==> config.mk <==
export PLATFORM = sky130hd
export DESIGN_NAME = pipe_ctrl
export DESIGN_NICKNAME = d
export VERILOG_FILES = /design/src/rtl/pipe_ctrl.sv
export SDC_FILE = /design/constraint.sdc
export NUM_CORES = 1
export LEC_CHECK = 0
export BUFFER_PORTS_ARGS = -buffer_cell sky130_fd_sc_hd__buf_2
export CAP_MARGIN = 30
export CORE_ASPECT_RATIO = 1.5
export CORE_UTILIZATION = 46
export DETAILED_ROUTE_END_ITERATION = 6
export MAX_ROUTING_LAYER = met4
export PLACE_DENSITY = 0.75
export SYNTH_ARGS = -nofsm -noshare
export SYNTH_HDL_FRONTEND = slang
export SYNTH_SLANG_ARGS = --single-unit
export TNS_END_PERCENT = 1
==> constraint.sdc <==
create_clock -name clk -period 2 [get_ports clk]
set_input_delay 0.3 -clock clk [delete_from_list [all_inputs] [get_ports clk]]
set_output_delay 0.3 -clock clk [all_outputs]
set_load 0.01 [all_outputs]
==> src/rtl/pipe_ctrl.sv <==
// pipe_ctrl
// ---------
// Pipeline control unit for the six-stage RISC-V core.  Merges the per-stage
// stall requests into one hold vector and sequences trap / mret redirects into
// a single-cycle flush plus redirect target.  Any outstanding data-bus
// transaction is drained before the flush.  A stall watchdog flags
// pathological stall runs.
//
// Ports
//   clk          core clock
//   rst          synchronous, active-high reset
//   stallreq_if  fetch bus wait
//   stallreq_id  load-use hazard
//   stallreq_ex  multicycle ALU busy
//   stallreq_mem data bus wait
//   mem_busy     data-bus transaction outstanding
//   excp_req     trap request from MEM (wins over mret_req)
//   mret_req     mret retiring in MEM
//   trap_vec     trap target
//   mepc         mret return address
//   stall[5:0]   hold per register: 0 PC, 1 IF, 2 ID, 3 EX, 4 MEM, 5 WB
//   flush        kill all stage registers (one cycle per redirect)
//   new_pc       redirect target while flush=1, otherwise 0
//   wdt_timeout  sticky watchdog flag, cleared only by rst

module pipe_ctrl #(
  parameter int unsigned WDT_LIMIT = 1024
) (
  input  logic        clk,
  input  logic        rst,
  input  logic        stallreq_if,
  input  logic        stallreq_id,
  input  logic        stallreq_ex,
  input  logic        stallreq_mem,
  input  logic        mem_busy,
  input  logic        excp_req,
  input  logic        mret_req,
  input  logic [31:0] trap_vec,
  input  logic [31:0] mepc,
  output logic [5:0]  stall,
  output logic        flush,
  output logic [31:0] new_pc,
  output logic        wdt_timeout
);

  typedef enum logic [1:0] {
    RUN   = 2'd0,
    DRAIN = 2'd1,
    POST  = 2'd2
  } state_t;

  localparam logic [5:0]  STALL_MEM = 6'b011111;
  localparam logic [5:0]  STALL_EX  = 6'b001111;
  localparam logic [5:0]  STALL_ID  = 6'b000111;
  localparam logic [5:0]  STALL_IF  = 6'b000011;
  localparam logic [31:0] WDT_TRIP  = 32'(WDT_LIMIT - 1);
  localparam logic [31:0] WDT_MAX   = 32'hFFFF_FFFF;

  state_t      state_q, state_d;
  logic [31:0] pendPc_q, pendPc_d;
  logic [31:0] wdtCnt_q;
  logic        wdtTimeout_q;

  logic [5:0]  stallEnc;
  logic        redir;
  logic [31:0] redirTarget;

  // Priority-encode the stage stall requests.  A stalled stage must also hold
  // every stage upstream of it, so the deepest requester sets the mask.
  always_comb begin
    stallEnc = 6'b000000;
    if (stallreq_mem) begin
      stallEnc = STALL_MEM;
    end else if (stallreq_ex) begin
      stallEnc = STALL_EX;
    end else if (stallreq_id) begin
      stallEnc = STALL_ID;
    end else if (stallreq_if) begin
      stallEnc = STALL_IF;
    end
  end

  // A trap outranks a simultaneous mret, so the mret is simply dropped.
  assign redir       = excp_req | mret_req;
  assign redirTarget = excp_req ? trap_vec : mepc;

  // Output and next-state decode.  Outputs are combinational so the stage
  // registers see the flush in the very cycle the redirect is accepted.
  // While draining, the whole pipe up to MEM is held and the redirect
  // inputs are ignored; the target was captured on entry.  POST masks the
  // redirect inputs because they stem from instructions being flushed.
  always_comb begin
    stall    = stallEnc;
    flush    = 1'b0;
    new_pc   = 32'h0;
    state_d  = state_q;
    pendPc_d = pendPc_q;
    case (state_q)
      RUN: begin
        if (redir && !mem_busy) begin
          stall   = 6'b000000;
          flush   = 1'b1;
          new_pc  = redirTarget;
          state_d = POST;
        end else if (redir) begin
          stall    = STALL_MEM;
          pendPc_d = redirTarget;
          state_d  = DRAIN;
        end
      end
      DRAIN: begin
        if (!mem_busy) begin
          stall   = 6'b000000;
          flush   = 1'b1;
          new_pc  = pendPc_q;
          state_d = POST;
        end else begin
          stall = STALL_MEM;
        end
      end
      POST: begin
        state_d = RUN;
      end
      default: begin
        stall   = 6'b000000;
        state_d = RUN;
      end
    endcase
  end

  // State, latched target and watchdog.  The watchdog counts consecutive
  // stalled cycles, restarts whenever the pipe moves or is flushed, saturates
  // instead of wrapping, and trips when the count reaches WDT_LIMIT-1 in a
  // cycle that is still stalled.
  always_ff @(posedge clk) begin
    if (rst) begin
      state_q      <= RUN;
      pendPc_q     <= 32'h0;
      wdtCnt_q     <= 32'h0;
      wdtTimeout_q <= 1'b0;
    end else begin
      state_q  <= state_d;
      pendPc_q <= pendPc_d;
      if ((stall == 6'b000000) || flush) begin
        wdtCnt_q <= 32'h0;
      end else begin
        if (wdtCnt_q == WDT_TRIP) begin
          wdtTimeout_q <= 1'b1;
        end
        if (wdtCnt_q != WDT_MAX) begin
          wdtCnt_q <= wdtCnt_q + 32'h1;
        end
      end
    end
  end

  assign wdt_timeout = wdtTimeout_q;

endmodule

==> parameters.txt <==
Parameter                              Value

Place
  DP Area ... between 4000 and 5000 um2
  Port Buf Inserts ... ~110
  Hpwl dp ... approximately 7400 um
  Gp weighted congestion ... between 0.9 and 1
  Placed Cells incl. Taps ... roughly 680
  Worst Setup Slack post-DPL ... -0.0711 ns

Critical path
  Startpoint Class ... register
  Kind of critical path ... register to primary output
  Worst path arrival time ... about 1.8 ns
  Count of cell instances traversed by the critical path ... 5
  Reg2reg setup slack ... ~0.010 ns
  Launching instance or port of the critical path ... state_q[1]
  Required time at the worst-slack endpoint ... ~1.7 ns
  Worst Reg2Reg Path Length in Cells ... 6
  Critical path destination ... new_pc[3]
  Cell with the largest stage delay on the worst path ... or4_4
  Critical path buffer and inverter count ... 3
  Kind of cell adding the most delay to the critical path ... simple AND/OR/NAND/NOR gates
  Slowest stage delay, CP ... approximately 0.54 ns
  Destination of the worst register-to-register timing path ... wdtCnt_q[28]
  RR Startpoint ... wdtCnt_q[1]
  Ordered list of cells on the worst path ... buf_6 -> or4_4 -> buf_12 -> o21ai_0 -> buf_2
  Maximum fanout encountered on the critical timing path ... 16
  Setup crit end kind ... primary output

Drt
  Avg WL per Cell ... 14.8 um
  Number of vias after detailed routing ... slightly below 4k
  Residual DRC ... 0
  DRT Pass-1 Iters ... 4
  Via density ... around 5.6
  Final routed wirelength across all metal layers ... 10300 um
  DRT antenna net count ... 0
  Number of DRC markers after the initial detailed-route iteration ... about 230

Synthesis
  Distinct cells, synth ... between 40 and 50
  Number of synthesis warnings ... 0
  Share of synthesized area occupied by flip-flops and latches ... between 30% and 40%
  Syn Std Cell Area ... 3610 um2
  Synth area leaders ... dfxtp_1 37%, mux2i_1 9.2%, a211oi_1 7.1%
  Number of instances in the synthesized netlist ... 449
  Number of nets in the synthesized netlist ... roughly 520
  Leading area contributor after synthesis ... dfxtp_1
  Average footprint of a synthesized cell ... about 8 um2
  Area share of the largest cell type after synthesis ... between 30% and 40%
  Number of flip-flops and latches in the synthesized netlist ... 67

Clock tree
  Buffer count from post-CTS setup fixing ... 0
  Clock-pin slew of the registers on the worst-case setup and hold paths ... approximately 0.05 ns
  Clock latency of the later-clocked register in the worst-skew pair ... 0.33 ns
  Hold-fix buffers at CTS ... 0
  Clock tree from TritonCTS ... done
  Maximum level of the CTS H-tree ... 3
  Clock net sink count ... 67
  Total CTS buffers ... 9
  Clk buf depth ... 2
  Root Buffer ... clkbuf_16

Power and ir drop
  P_sw ... between 0.8 and 0.9 mW
  Maximum ir drop on the vdd rail ... 0.000622 V
  Ratio of total power to cell area ... about 740 nW/um2
  Static power due to leakage ... 2.09 nW
  Switching power share of the total ... roughly a quarter
  Total Power ... 3.69 mW
  Share of power burned in the clock network ... roughly 47%
  Portion of total power attributed to combinational logic ... 14.4%
  Sequential share of power ... between 30% and 40%
  Internal power consumption ... between 2 and 3 mW

Timing
  RSZ-0062 raised after global routing ... true
  Worst slew slack as a fraction of its limit ... between 60 and 70%
  Final min period ... about 2.1 ns
  Worst-Margin Slew ... between 0.5 and 0.6 ns
  Final period util ... 105%
  Largest clock skew in the final design ... ~0.0097 ns
  Setup-failing EPs final ... 32
  Min setup slack post-route ... -0.107 ns
  Max-slew violation count ... 0
  Number of hold violations in the final report ... 0
  Fmax ... 0.475 GHz

Outcome
  Violated checks ... negative setup slack
  Outcome ... complete, but fails checks

Finish
  Post-route insts no fill ... about 700
  Final net count ... 662
  Layout cell share with drive strength beyond 1 ... between 30 and 40%
  Antenna Cells ... 0
  Layout overhead on the synthesized area ... 37.6%
  Final core utilization ... 65.2%
  Final instance area ... between 4000 and 5000 um2

GRT
  Tot GR Track Use ... around 27%
  Initial antenna violation count ... 0
  Number of global-route vias before repair ... approximately 3.7k
  First-pass GRT wire length ... roughly 17000 um
  Largest net degree at the start of global routing ... 65
  GR Overflow Total ... 0

Job
  Count of maximum capacitance violations ... 0

Floorplan
  Core Rows ... 39
  Placeable core region ... approximately 7600 um2
  Die width ... roughly 74 um
  Vertical die dimension ... ~110 um
  Num ports ... around 110
  Initial core utilization ... a little under half
  Die Footprint ... just over 8000 um2

Min path
  Min-Delay Path Depth ... 2
  Worst hold path class ... input pin to register
-- layout by cell type (no fill, tap or decap), types with 14 or more instances in the layout --
| master | Yosys | layout |
|---|---|---|
| buf_2 | 3 | 111 |
| dfxtp_1 | 67 | 65 |
| nor2_1 | 55 | 55 |
| nand2_1 | 51 | 50 |
| buf_4 | 3 | 44 |
| a211oi_1 | 34 | 34 |
| mux2i_1 | 33 | 33 |
| o21ai_1 | 0 | 19 |
| o21ai_0 | 41 | 14 |
-- registers in the layout, summed over array words and instances, names as in the netlist --
signal / count
wdt_timeout: 1
pendPc_q: 32
wdtCnt_q: 32
state_q: 2
-- cell families after synthesis --
group / synth area share, %
compound gates: 19.5
xor+xnor: 3.64
fa+ha+maj: 0.347
buf+inv: 4.51
flops: 37.2
mux: 9.16
other cells: 0.104
simple gates: 25.6
-- through the flow --
step / TNS, ns / hold WS (ns)
floorplan: 0 / 0.379
global placement: -0.203 / 0.464
detailed placement: -0.287 / 0.480
CTS: -2.91 / 0.197
global route: -4.14 / 0.215
finish: -2.19 / 0.210
-- cell usage after synthesis (all sizes together) --
library cell / count
a2111oi: 4
a211oi: 34
a21oi: 8
a311oi: 3
a31o: 1
a31oi: 9
and2: 4
and3: 6
and4: 4
buf: 8
clkbuf: 24
conb: 1
dfxtp: 67
ha: 1
inv: 5
mux2i: 33
nand2: 51
nand2b: 1
nand3: 12
nand4: 11
nand4b: 1
nor2: 55
nor3: 7
nor3b: 1
nor4: 13
o211ai: 3
o21ai: 41
o21ba: 1
o31ai: 3
o32a: 1
o32ai: 1
or2: 4
or3: 4
or4: 11
or4b: 1
xnor2: 12
xor2: 3
-- power by group through the flow --
stage / logic [mW] / clock network, mW / registers (mW)
after floorplan: 0.288 / 0 / 1.45
after global placement: 0.479 / 0 / 1.45
after detailed placement: 0.491 / 0 / 1.46
after CTS: 0.527 / 1.74 / 1.43
after global routing: 0.583 / 1.81 / 1.44
final: 0.533 / 1.72 / 1.43
-- routing by layer --
metal	up-vias	global-route usage, %	wire [um]
met5	-	-	0
met4	0	14.8	319
met3	30	5.11	502
met2	145	45.3	5350
met1	1796	29.9	4100
li1	1941	-	-
-- what timing repair did --
item,4_1_cts,5_1_grt
resized for setup,35,12
pin swaps,7,5
cloned,1,0
endpoints found under the setup margin,33,39
-- worst min path at each step --
stage                        endpoint   startpoint
after global placement    wdt_timeout  wdt_timeout
after floorplan            state_q[1]     mem_busy
final                      state_q[1]     mem_busy
after global routing       state_q[1]     mem_busy
after CTS                  state_q[1]     mem_busy
after detailed placement  wdt_timeout  wdt_timeout
-- final cells by class --
class	count	area (um2)
fillers	652	2650
multi-input cells	345	2170
flip-flops and latches	67	1340
repair buffers	160	976
clock buffers	12	256
well taps	102	128
clock inverters	4	72.6
inverters	5	18.8
-- worst reg2reg max path: cells and delay by family (launching register included) --
family	cells	cell delay, ns
simple gates	4	1.19
flops	1	0.37
fa+ha+maj	1	0.22
compound gates	1	0.14
(Power assumes the default switching activity.)
